==> config.mk <==
export PLATFORM = sky130hd
export DESIGN_NAME = vga_timing_gen
export DESIGN_NICKNAME = d
export VERILOG_FILES = /design/src/rtl/vga_pkg.sv /design/src/rtl/vga_axis_counter.sv /design/src/rtl/vga_timing_gen.sv
export SDC_FILE = /design/constraint.sdc
export NUM_CORES = 1
export LEC_CHECK = 0
export ABC_AREA = 1
export CORE_MARGIN = 1
export CORE_UTILIZATION = 43
export DETAILED_ROUTE_END_ITERATION = 8
export DONT_BUFFER_PORTS = 1
export RECOVER_POWER = 50
export SYNTH_ARGS = -nofsm -noshare
export SYNTH_HDL_FRONTEND = slang
export SYNTH_SLANG_ARGS = --single-unit
==> constraint.sdc <==
create_clock -name clock -period 5.9 [get_ports clock]
set_input_delay 0.295 -clock clock [delete_from_list [all_inputs] [get_ports clock]]
set_output_delay 0.295 -clock clock [all_outputs]
set_load 0.005 [all_outputs]
==> src/rtl/vga_pkg.sv <==
// -----------------------------------------------------------------------------
// vga_pkg
// Shared definitions for the raster timing generator:
//   - sync polarity constants
//   - a timing tuple holding the eight horizontal/vertical period values
//   - the default 640x480@60 timing (25.175 MHz pixel clock)
//   - axis_total(): sum of one axis' periods
// -----------------------------------------------------------------------------
package vga_pkg;

  localparam bit SYNC_ACTIVE_LOW  = 1'b0;
  localparam bit SYNC_ACTIVE_HIGH = 1'b1;

  typedef struct packed {
    int unsigned h_act;
    int unsigned h_fp;
    int unsigned h_sync;
    int unsigned h_bp;
    int unsigned v_act;
    int unsigned v_fp;
    int unsigned v_sync;
    int unsigned v_bp;
  } vga_timing_t;

  localparam vga_timing_t VGA_640X480_60 = '{
    h_act:  640, h_fp: 16, h_sync: 96, h_bp: 48,
    v_act:  480, v_fp: 10, v_sync:  2, v_bp: 33
  };

  function automatic int unsigned axis_total(input int unsigned act,
                                             input int unsigned fp,
                                             input int unsigned sync,
                                             input int unsigned bp);
    return act + fp + sync + bp;
  endfunction

endpackage

==> src/rtl/vga_axis_counter.sv <==
// -----------------------------------------------------------------------------
// vga_axis_counter
// One raster axis (horizontal or vertical). Counts 0..TOTAL-1 and wraps, with
// the period order sync, back porch, active, front porch. Decodes are taken
// from the *next* count so the parent can register them in step with it.
//
// Ports:
//   clock, reset_n   pixel clock, async active-low reset (count -> 0)
//   advance          step the counter this cycle
//   count_next       value the counter takes at the coming edge
//   carry            advance while at TOTAL-1 (the counter wraps to 0)
//   in_sync_next     count_next is inside the sync period
//   in_act_next      count_next is inside the active window
//   offset_next      count_next - (SYNC+BP); meaningful when in_act_next
// -----------------------------------------------------------------------------
module vga_axis_counter
  import vga_pkg::*;
#(
  parameter int unsigned ACT  = 640,
  parameter int unsigned FP   = 16,
  parameter int unsigned SYNC = 96,
  parameter int unsigned BP   = 48,
  parameter int unsigned W    = 12
) (
  input  logic         clock,
  input  logic         reset_n,
  input  logic         advance,
  output logic [W-1:0] count_next,
  output logic         carry,
  output logic         in_sync_next,
  output logic         in_act_next,
  output logic [W-1:0] offset_next
);

  localparam int unsigned TOTAL = axis_total(ACT, FP, SYNC, BP);
  localparam int unsigned START = SYNC + BP;

  logic [W-1:0] count;

  // NOTE: state is updated with non-blocking assignments so every register
  // samples pre-edge values, independent of block ordering in simulation.
  always_ff @(posedge clock or negedge reset_n) begin
    if (!reset_n) begin
      count <= '0;
    end else begin
      count <= count_next;
    end
  end

  always_comb begin
    carry      = advance && (count == W'(TOTAL - 1));
    count_next = count;
    if (carry) begin
      count_next = '0;
    end else if (advance) begin
      count_next = count + W'(1);
    end
  end

  assign in_sync_next = (count_next < W'(SYNC));
  assign in_act_next  = (count_next >= W'(START)) && (count_next < W'(START + ACT));
  assign offset_next  = count_next - W'(START);

endmodule

==> src/rtl/vga_timing_gen.sv <==
// -----------------------------------------------------------------------------
// vga_timing_gen
// Parametrised raster timing generator. All outputs are registered from the
// next counter values, so they describe the same h/v position the counters
// hold in that cycle. State advances only on cycles with enable high.
//
// Optional build macro VGA_TIMING_SCALE2_EN: x/y report half resolution and
// pixel addresses an (H_ACT/2)x(V_ACT/2) buffer, each source pixel repeated
// twice horizontally and each source row scanned twice.
//
// Ports:
//   clock, reset_n  pixel clock, async active-low reset
//   enable          pixel-clock enable
//   hs, vs          syncs, at HS_POL/VS_POL level while in the sync period
//   active          position is in the visible area
//   vblank          line is outside the vertical active band
//   line_start      one-enabled-cycle strobe at h=0
//   frame_start     one-enabled-cycle strobe at h=0, v=0
//   x, y            active column/row (0 outside the visible area/band)
//   pixel           linear framebuffer address, held across blanking
// -----------------------------------------------------------------------------
module vga_timing_gen
  import vga_pkg::*;
#(
  parameter int unsigned H_ACT   = VGA_640X480_60.h_act,
  parameter int unsigned H_FP    = VGA_640X480_60.h_fp,
  parameter int unsigned H_SYNC  = VGA_640X480_60.h_sync,
  parameter int unsigned H_BP    = VGA_640X480_60.h_bp,
  parameter int unsigned V_ACT   = VGA_640X480_60.v_act,
  parameter int unsigned V_FP    = VGA_640X480_60.v_fp,
  parameter int unsigned V_SYNC  = VGA_640X480_60.v_sync,
  parameter int unsigned V_BP    = VGA_640X480_60.v_bp,
  parameter bit          HS_POL  = SYNC_ACTIVE_LOW,
  parameter bit          VS_POL  = SYNC_ACTIVE_LOW,
  parameter int unsigned COORD_W = 12,
  parameter int unsigned ADDR_W  = 19
) (
  input  logic               clock,
  input  logic               reset_n,
  input  logic               enable,
  output logic               hs,
  output logic               vs,
  output logic               active,
  output logic               vblank,
  output logic               line_start,
  output logic               frame_start,
  output logic [COORD_W-1:0] x,
  output logic [COORD_W-1:0] y,
  output logic [ADDR_W-1:0]  pixel
);

  localparam int unsigned H_TOTAL = axis_total(H_ACT, H_FP, H_SYNC, H_BP);
  localparam int unsigned V_TOTAL = axis_total(V_ACT, V_FP, V_SYNC, V_BP);

  // ---------------------------------------------------------------------------
  // Elaboration-time parameter checks
  // ---------------------------------------------------------------------------
  if (H_ACT == 0 || H_FP == 0 || H_SYNC == 0 || H_BP == 0 ||
      V_ACT == 0 || V_FP == 0 || V_SYNC == 0 || V_BP == 0) begin : g_bad_period
    $error("vga_timing_gen: every timing period must be non-zero");
  end
  if (64'(H_TOTAL) > (64'd1 << COORD_W) ||
      64'(V_TOTAL) > (64'd1 << COORD_W)) begin : g_bad_coord_w
    $error("vga_timing_gen: H_TOTAL/V_TOTAL do not fit in COORD_W bits");
  end
  if (64'(H_ACT) * 64'(V_ACT) > (64'd1 << ADDR_W)) begin : g_bad_addr_w
    $error("vga_timing_gen: H_ACT*V_ACT does not fit in ADDR_W bits");
  end
`ifdef VGA_TIMING_SCALE2_EN
  if ((H_ACT % 2) != 0 || (V_ACT % 2) != 0) begin : g_bad_scale2
    $error("vga_timing_gen: half-resolution mode needs even H_ACT and V_ACT");
  end
`endif

  // ---------------------------------------------------------------------------
  // Axis counters; the vertical axis steps on the horizontal wrap
  // ---------------------------------------------------------------------------
  logic [COORD_W-1:0] h_next, h_off_next, v_next, v_off_next;
  logic               h_carry, h_sync_next, h_act_next;
  logic               v_carry, v_sync_next, v_act_next;

  vga_axis_counter #(
    .ACT (H_ACT), .FP (H_FP), .SYNC (H_SYNC), .BP (H_BP), .W (COORD_W)
  ) u_h_axis (
    .clock        (clock),
    .reset_n      (reset_n),
    .advance      (enable),
    .count_next   (h_next),
    .carry        (h_carry),
    .in_sync_next (h_sync_next),
    .in_act_next  (h_act_next),
    .offset_next  (h_off_next)
  );

  vga_axis_counter #(
    .ACT (V_ACT), .FP (V_FP), .SYNC (V_SYNC), .BP (V_BP), .W (COORD_W)
  ) u_v_axis (
    .clock        (clock),
    .reset_n      (reset_n),
    .advance      (h_carry),
    .count_next   (v_next),
    .carry        (v_carry),
    .in_sync_next (v_sync_next),
    .in_act_next  (v_act_next),
    .offset_next  (v_off_next)
  );

  // Wrapping into h=0 is the only way to reach it after reset, so the carries
  // double as the strobe conditions.
  logic line_start_next, frame_start_next, active_next;
  assign line_start_next  = h_carry;
  assign frame_start_next = h_carry && v_carry;
  assign active_next      = h_act_next && v_act_next;

  // Full-resolution coordinates of the current position (0 outside).
  logic [COORD_W-1:0] x_pos, y_pos;

  // ---------------------------------------------------------------------------
  // Pixel address: running counter, no multiplier
  // ---------------------------------------------------------------------------
  logic [ADDR_W-1:0] pixel_next;

`ifdef VGA_TIMING_SCALE2_EN
  logic [ADDR_W-1:0] line_base, line_base_next;

  // NOTE: every always_comb output gets a default first so no path leaves it
  // unassigned, which would otherwise infer a latch.
  always_comb begin
    pixel_next     = pixel;
    line_base_next = line_base;
    if (frame_start_next) begin
      pixel_next     = '0;
      line_base_next = '0;
    end else if (active && x_pos[0]) begin
      // Each source pixel spans two columns; step after the second one.
      if (x_pos == COORD_W'(H_ACT - 1)) begin
        if (!y_pos[0]) begin
          // First of the two scans of a source row: replay it.
          pixel_next = line_base;
        end else begin
          pixel_next     = pixel + ADDR_W'(1);
          line_base_next = pixel + ADDR_W'(1);
        end
      end else begin
        pixel_next = pixel + ADDR_W'(1);
      end
    end
  end

  assign x = {1'b0, x_pos[COORD_W-1:1]};
  assign y = {1'b0, y_pos[COORD_W-1:1]};
`else
  // NOTE: every always_comb output gets a default first so no path leaves it
  // unassigned, which would otherwise infer a latch.
  always_comb begin
    pixel_next = pixel;
    if (frame_start_next) begin
      pixel_next = '0;
    end else if (active) begin
      pixel_next = pixel + ADDR_W'(1);
    end
  end

  assign x = x_pos;
  assign y = y_pos;
`endif

  // ---------------------------------------------------------------------------
  // Output registers
  // ---------------------------------------------------------------------------
  // NOTE: only control/datapath registers exist here; all of them take the
  // asynchronous reset so outputs are valid the moment reset_n falls.
  always_ff @(posedge clock or negedge reset_n) begin
    if (!reset_n) begin
      hs          <= HS_POL;
      vs          <= VS_POL;
      active      <= 1'b0;
      vblank      <= 1'b1;
      line_start  <= 1'b0;
      frame_start <= 1'b0;
      x_pos       <= '0;
      y_pos       <= '0;
      pixel       <= '0;
`ifdef VGA_TIMING_SCALE2_EN
      line_base   <= '0;
`endif
    end else if (enable) begin
      hs          <= h_sync_next ? HS_POL : ~HS_POL;
      vs          <= v_sync_next ? VS_POL : ~VS_POL;
      active      <= active_next;
      vblank      <= ~v_act_next;
      line_start  <= line_start_next;
      frame_start <= frame_start_next;
      x_pos       <= active_next ? h_off_next : '0;
      y_pos       <= v_act_next  ? v_off_next : '0;
      pixel       <= pixel_next;
`ifdef VGA_TIMING_SCALE2_EN
      line_base   <= line_base_next;
`endif
    end else begin
      // Strobes last one enabled cycle; a stalled cycle clears them.
      line_start  <= 1'b0;
      frame_start <= 1'b0;
    end
  end

endmodule

# Word level (Yosys, flattened, before mapping)
# Index checks and enable logic that the tools add are counted.
[totals]
reg_bits = 73
latchBits = 0
ram_bits = 0
romBits = 0
input_bits = 3
out_inout_bits = 49
word_cells = 45
n_memories = 0
[classes]
add_sub_neg = 5
multipliers = 0
div = 0
order_cmp = 6
n_eq_ne = 2
shift = 0
n_mux = 12
n_bitwise = 1
reduce_logical = 8
[op_table]
columns = ["op", "n"]
rows = [
  ["12-bit 2-to-1 mux", 6],
  ["19-bit 2-to-1 mux", 2],
  ["12-bit by 1-bit adder with 12-bit output (second input constant)", 2],
  ["12-bit by 10-bit == test with 1-bit output (second input constant)", 2],
  ["12-bit by 10-bit < comparator with 1-bit output (second input constant)", 2],
  ["19-bit by 1-bit adder with 19-bit output (second input constant)", 1],
  ["12-bit by 6-bit greater-or-equal comparator with 1-bit output (second input constant)", 1],
  ["12-bit by 8-bit greater-or-equal comparator with 1-bit output (second input constant)", 1],
  ["12-bit by 2-bit < comparator with 1-bit output (second input constant)", 1],
  ["12-bit by 7-bit < comparator with 1-bit output (second input constant)", 1],
  ["12-bit by 6-bit subtractor with 12-bit output (second input constant)", 1],
  ["12-bit by 8-bit subtractor with 12-bit output (second input constant)", 1],
  ["1-bit logical AND", 6],
  ["1-bit 2-to-1 mux", 4],
  ["2-bit AND reduction", 1],
  ["2-bit nonzero test", 1],
  ["1-bit inverter", 1],
]

# Logic depth before layout (Yosys ltp)
[depth]
ltp_word = 8
ltp_mapped = 18
depth_no_buf = 17

# Modules after synthesis
# Synthesis repeated with hierarchy kept, for this count alone.
[unflattened]
hier_cells = 538
hier_area_um2 = 4390.5
[modules_own_cells]
columns = ["module", "n_inst", "cells_each", "area_per_inst_um2", "seq_area_each_um2"]
rows = [
  ["vga_timing_gen", 1, 219, 2193.4, 1227.4],
  ["vga_axis_counter (u_v_axis)", 1, 166, 1144.8, 300.3],
  ["vga_axis_counter (u_h_axis)", 1, 153, 1052.3, 300.3],
]

# Worst setup path before layout
# No wires, ideal clock.
[synth_timing]
path_kind = "reg-to-reg"
start = "reg u_h_axis.count[0]"
end = "reg x_pos[4], in the netlist x[4]"
setup_time_ns = 0.118
arrival_time_ns = 2.161
required_time_ns = 5.782
setup_slack_ns = 3.621
stages_incl_launch_ff = 16
path_buffers = 2
synth_period_minus_slack_ns = 2.279
cell_sequence = "dfrtp_1 > ha_1 > nand2_1 > nor2_2 > nand3_4 > buf_4 > nand3_1 > ha_1 > inv_1 > o21ai_1 > nand2_1 > nor2_1 > nor2_2 > buf_4 > nand3_1 > nand2_1"
[synth_between]
elab_chain_len = 8
word_cells_on_any_way = 17
classes_between = "2 x add/sub; 4 x order compare; 1 x eq/ne; 5 x mux; 5 x reduce/logical"
[synth_rtl]
columns = ["element", "line_no", "text"]
rows = [
  ["from (decl)", "vga_axis_counter.sv:38", "logic [W-1:0] count;"],
  ["from (signal assigned)", "vga_axis_counter.sv:46", "count <= count_next;"],
  ["parallel branches: the longest is 7 deep, another holds 12-bit by 1-bit adder with 12-bit output", "--", ""],
  ["12-bit 2-to-1 mux (*)", "vga_timing_gen.sv:194", "x_pos <= active_next ? h_off_next : '0;"],
  ["to (signal assigned)", "vga_timing_gen.sv:194", ""],
  ["to (decl)", "vga_timing_gen.sv:116", "logic [COORD_W-1:0] x_pos, y_pos;"],
]
# Every way passes the cells marked *.
# A chain may end at the register's enable or synchronous reset.

# Worst setup path in the final report
[layout_timing]
start = "reg u_h_axis.count[0]"
end = "reg y_pos[9], in the netlist y[9]"
[layout_between]
elab_chain_len = 7
word_cells_on_any_way = 10
classes_between = "1 x add/sub; 2 x order compare; 1 x eq/ne; 3 x mux; 3 x reduce/logical"
[layout_rtl]
columns = ["element", "line_no", "text"]
rows = [
  ["12-bit by 10-bit == test with 1-bit output (*)", "vga_axis_counter.sv:51", "carry = advance && (count == W'(TOTAL - 1));"],
  ["1-bit logical AND (*)", "vga_axis_counter.sv:51", ""],
  ["12-bit 2-to-1 mux or 1-bit logical AND (tied branches)", "vga_axis_counter.sv:55, vga_axis_counter.sv:51", ""],
  ["12-bit 2-to-1 mux (*)", "vga_axis_counter.sv:53", "if (carry) begin"],
  ["named net u_v_axis.count_next[0]", "vga_axis_counter.sv:28", "output logic [W-1:0] count_next,"],
  ["12-bit by 6-bit greater-or-equal comparator with 1-bit output or 12-bit by 10-bit < comparator with 1-bit output (tied branches)", "vga_axis_counter.sv:61", "assign in_act_next = (count_next >= W'(START)) && (count_next < W'(START + ACT));"],
  ["1-bit logical AND", "vga_axis_counter.sv:61", ""],
  ["12-bit 2-to-1 mux (*)", "vga_timing_gen.sv:195", "y_pos <= v_act_next ? v_off_next : '0;"],
  ["to (signal assigned)", "vga_timing_gen.sv:195", ""],
  ["to (decl)", "vga_timing_gen.sv:116", ""],
]
# Mark *: on every way through the listed nets, which the timed path passes. The rest lies on a longest branch.

==> impl_metrics.prom <==
# TYPE chip_impl_metric gauge
chip_impl_metric{name="intPower",unit="µW"} 800.1
chip_impl_metric{name="drive_above_1_share",unit=""} 0.08885
chip_impl_metric{name="cp.buffers_inverters",unit=""} 2
chip_impl_metric{name="synthCells",unit=""} 568
chip_impl_metric{name="final-hold-violation-count",unit=""} 0
chip_impl_metric{name="grt_util_met1",unit=""} 0.2649
chip_impl_metric{name="achievable-frequency",unit="MHz"} 345.2
chip_impl_metric{name="post_drt_via_cell_ratio",unit=""} 4.983
chip_impl_metric{name="path_max_fanout",unit=""} 24
chip_impl_metric{name="seq_power_share",unit=""} 0.477
chip_impl_metric{name="cts_inserted_buffers",unit=""} 9
chip_impl_metric{name="track_usage",unit=""} 0.2091
chip_impl_metric{name="clock_insertion_delay_worst_skew",unit="ns"} 0.35
chip_impl_metric{name="synth_adder_area_share",unit=""} 0.02108
chip_impl_metric{name="grt_max_degree",unit=""} 74
chip_impl_metric{name="worst_setup_slack_for_register_to_register_paths",unit="ns"} 3.00
chip_impl_metric{name="worst_ir_drop_on_vdd",unit="µV"} 167.7
chip_impl_info{name="rsz0062_at_grt",value="false"} 1
chip_impl_info{name="cp_cell_sequence",value="ha_1 > nand2_1 > nor2_2 > nand3_4 > inv_4 > nand3_1 > nand2_1 > ha_1 > inv_1 > nand4_1 > nand2_1 > nand2_1 > nand2_1 > nor2_4 > nand3_1 > nand2_1"} 1
chip_impl_metric{name="timing.hold.ws",unit="ns"} 0.06012
chip_impl_metric{name="area_delta_synth_final",unit="%"} 7.739
chip_impl_metric{name="core",unit="µm²"} 9284
chip_impl_metric{name="required_arrival_time_at_the_worst_endpoint",unit="ns"} 6.18
chip_impl_metric{name="post_synth_and_or_nand_nor_area_fraction",unit=""} 0.3556
chip_impl_metric{name="fin_area",unit="µm²"} 4477
chip_impl_metric{name="first_global_vias",unit=""} 3405
chip_impl_metric{name="grt_util_met2",unit=""} 0.3556
chip_impl_metric{name="wirelength",unit="µm"} 9808
chip_impl_metric{name="dp_worst_setup_slack",unit="ns"} 3.014
chip_impl_info{name="cpLargestDelayFamily",value="simple AND/OR/NAND/NOR gates"} 1
chip_impl_info{name="post-synth-top-area-cell",value="dfrtp_1"} 1
chip_impl_metric{name="fin_setup_tns",unit="ns"} 0
chip_impl_info{name="cts_tree",value="done"} 1
chip_impl_metric{name="place_congestion",unit=""} 0.8573
chip_impl_metric{name="critPathMaxStageDelay",unit="ns"} 0.43
chip_impl_metric{name="postLayoutSetupSlackWorst",unit="ns"} 3.003
chip_impl_metric{name="yosys.area_share.xor_xnor",unit=""} 0.03162
chip_impl_metric{name="synth_edf_count",unit=""} 0
chip_impl_metric{name="power_density",unit="nW/µm²"} 262.2
chip_impl_info{name="crit_path_top_delay_cell",value="nor2_4"} 1
chip_impl_metric{name="postSynthRegisterBits",unit=""} 73
chip_impl_metric{name="power.switching",unit="µW"} 373.8
chip_impl_metric{name="part_of_the_cycle_the_worst_path_needs",unit=""} 0.4910
chip_impl_metric{name="worst_ep_arrival_time",unit="ns"} 3.18
chip_impl_metric{name="drt.antenna.violating_nets",unit=""} 0
chip_impl_info{name="globalRoute.busiestLayer",value="met2"} 1
chip_impl_metric{name="clk_transition_reported_paths",unit="ns"} 0.07
chip_impl_metric{name="route.detailed.wl_per_inst",unit="µm"} 13.95
chip_impl_metric{name="min_period",unit="ns"} 2.897
chip_impl_metric{name="post_synthesis_cell_area",unit="µm²"} 4155
chip_impl_metric{name="diodes",unit=""} 0
chip_impl_metric{name="worst_clock_skew",unit="ns"} 0.007885
chip_impl_metric{name="syn-mean-instance-area",unit="µm²"} 7.316
chip_impl_metric{name="share_of_the_synthesized_area_in_compound_gates_ao_oa_aoi_oai",unit=""} 0.05751
chip_impl_metric{name="share_clk_of_total_power",unit=""} 0.337
chip_impl_metric{name="buffer_ports.inserted",unit=""} 0
chip_impl_metric{name="ioPinCount",unit=""} 52
chip_impl_info{name="start_kind",value="flip-flop"} 1
chip_impl_info{name="critical_path_class",value="flip-flop to flip-flop"} 1
chip_impl_metric{name="globalRouteOverflowTotal",unit=""} 0
chip_impl_metric{name="die_width",unit="µm"} 100.3
chip_impl_metric{name="die_y",unit="µm"} 100.3
chip_impl_info{name="worst_hold_path_type",value="input port to flip-flop"} 1
chip_impl_info{name="critical_path.endpoint_type",value="flip-flop"} 1
chip_impl_info{name="ys_dominant_reg_cell",value="dfrtp_1"} 1
chip_impl_metric{name="dieArea",unit="µm²"} 10060
chip_impl_metric{name="drt_pass1_iterations",unit=""} 5
chip_impl_info{name="largest_family_of_logic_cells_by_synthesized_area",value="simple AND/OR/NAND/NOR gates"} 1
chip_impl_metric{name="finish.net_count",unit=""} 579
chip_impl_metric{name="cts_post_setup_buffers_inserted",unit=""} 0
chip_impl_metric{name="number_of_antenna_violations_at_the_first_check_in_global_routing",unit=""} 0
chip_impl_metric{name="postPlaceCellArea",unit="µm²"} 4232
chip_impl_metric{name="start_util",unit=""} 0.4476
chip_impl_metric{name="p_leak",unit="µW"} 0.002353
chip_impl_metric{name="row_count",unit=""} 35
chip_impl_info{name="synth_commonest_cells",value="178 x nand2_1, 72 x dfrtp_1, 70 x inv_1"} 1
chip_impl_metric{name="post-synth-top-area-fraction",unit=""} 0.4336
chip_impl_metric{name="slew_violations",unit=""} 0
chip_impl_metric{name="slew-limit-headroom",unit=""} 0.4712
chip_impl_metric{name="placedCellCount",unit=""} 684
chip_impl_metric{name="finalSetupViolations",unit=""} 0
chip_impl_metric{name="max_cap_viol_count",unit=""} 0
chip_impl_metric{name="ys.warnings.count",unit=""} 0
chip_impl_metric{name="post_cts_resized",unit=""} 0
chip_impl_metric{name="violation_count_after_the_first_detailed_routing_iteration",unit=""} 141
chip_impl_metric{name="cts.htree.levels",unit=""} 3
chip_impl_info{name="run_status",value="completed"} 1
chip_impl_metric{name="dr_total_vias",unit=""} 3503
chip_impl_info{name="critical_path.most_common_cell",value="nand2_1"} 1
chip_impl_metric{name="power.share.combinational",unit=""} 0.186
chip_impl_metric{name="yosysUniqueCellTypes",unit=""} 33
chip_impl_metric{name="switching_share",unit=""} 0.3184
chip_impl_metric{name="dp_hpwl",unit="µm"} 7172
chip_impl_metric{name="async_reset_ff_frac",unit=""} 1.000
chip_impl_metric{name="clock_tree_buffer_depth",unit=""} 2
chip_impl_metric{name="mappedNetlistNets",unit=""} 578
chip_impl_metric{name="timing_worst_slew_pin_value",unit="ns"} 0.7884
chip_impl_metric{name="clock_sinks",unit=""} 73
chip_impl_metric{name="grt_met3_use",unit=""} 0.04944
chip_impl_info{name="clock-root-buffer",value="clkbuf_8"} 1
chip_impl_metric{name="remaining_design_rule_violation_count",unit=""} 0
chip_impl_metric{name="synth-seq-area-share",unit=""} 0.4399
chip_impl_info{name="synth.top_cells.by_area",value="dfrtp_1 43%, nand2_1 16%, nand3_1 7.8%"} 1
chip_impl_metric{name="post_layout_nonfiller_instances",unit=""} 703
chip_impl_info{name="cell_with_the_most_instances_after_synthesis",value="nand2_1"} 1
chip_impl_metric{name="muxShareOfSynthArea",unit=""} 0
chip_impl_metric{name="global_route_wire_length_before_repair",unit="µm"} 16460
-- cell type report --
| class | count | area [µm²] |
|---|---|---|
| Multi-Input combinational cell | 401 | 1936 |
| Clock inverter | 5 | 56.30 |
| Sequential cell | 73 | 1828 |
| Fill cell | 945 | 4807 |
| Clock buffer | 11 | 141.4 |
| Tap cell | 129 | 161.4 |
| Inverter | 81 | 306.5 |
| Timing Repair Buffer | 3 | 47.55 |
-- worst register-to-register path: stages (launching register included) --
cell     delay (ns)
dfrtp_1        0.42
ha_1           0.22
nand2_1        0.08
nor2_2         0.12
nand3_4        0.21
inv_4          0.19
nand3_1        0.08
nand2_1        0.18
ha_1           0.21
inv_1          0.07
nand4_1        0.12
nand2_1        0.09
nand2_1        0.07
nand2_1        0.08
nor2_4         0.43
nand3_1        0.19
nand2_1        0.09
-- what timing repair did --
action	in CTS	in global routing
hold buffers	2	1
endpoints found under the hold margin	73	1
endpoints found under the setup margin	0	0
-- flip-flops by register name, indices dropped and copies added, names as in the netlist --
register,cells
frame_start,1
x,12
line_start,1
u_v_axis.count,12
active,1
vblank,1
u_h_axis.count,12
y,12
hs,1
pixel,19
vs,1
-- through the flow --
step                total power [µW]  utilization
global placement               774.8       0.4558
floorplan                      724.0            -
CTS                             1188       0.4811
detailed placement             775.2       0.4558
global route                    1253       0.4822
finish                          1174       0.4822
-- per-layer routing --
metal	share of wire	up-vias
li1	-	1803
met1	0.46	1611
met2	0.48	79
met3	0.046	10
met4	0.012	0
met5	0	-
-- path summary, 6_finish.rpt --
| path | startpoint | end | cells after the start |
|---|---|---|---|
| min in group asynchronous | reset_n | u_v_axis.count[6] | 2 |
| worst min register to register | x[9] | x[9] | 2 |
| worst max-delay path | u_h_axis.count[0] | y[9] | 16 |
| worst min-delay path | enable | hs | 1 |
| max in group asynchronous | reset_n | pixel[13] | 2 |
| worst max register to register | u_h_axis.count[0] | y[9] | 16 |
-- cell usage in the layout, fill, tap and decap left out, types with 8 or more instances in the layout --
master,count
o21ai_0,16
xor2_1,13
a21oi_1,15
nor2_1,44
nand4_1,12
clkbuf_8,10
nand3_1,65
nor2_2,12
inv_2,9
dfrtp_1,72
nand2_1,178
inv_1,70
o21ai_1,8
-- power groups by stage --
| stage | Combinational [µW] | Clock (µW) | Sequential (µW) |
|---|---|---|---|
| 6_report | 218 | 396 | 560 |
| 2_1_floorplan | 162 | 0 | 562 |
| 3_5_place_dp | 206 | 0 | 570 |
| 5_1_grt | 253 | 434 | 565 |
| 3_3_place_gp | 206 | 0 | 569 |
| 4_1_cts | 220 | 408 | 560 |
-- cell families (layout without fill, tap and decap cells) --
group / after synthesis / in the layout
xor+xnor: 15 / 15
flops: 73 / 73
compound gates: 45 / 45
buf+inv: 94 / 100
simple gates: 334 / 334
fa+ha+maj: 7 / 7
No activity file was read; power rests on OpenSTA's default activity.
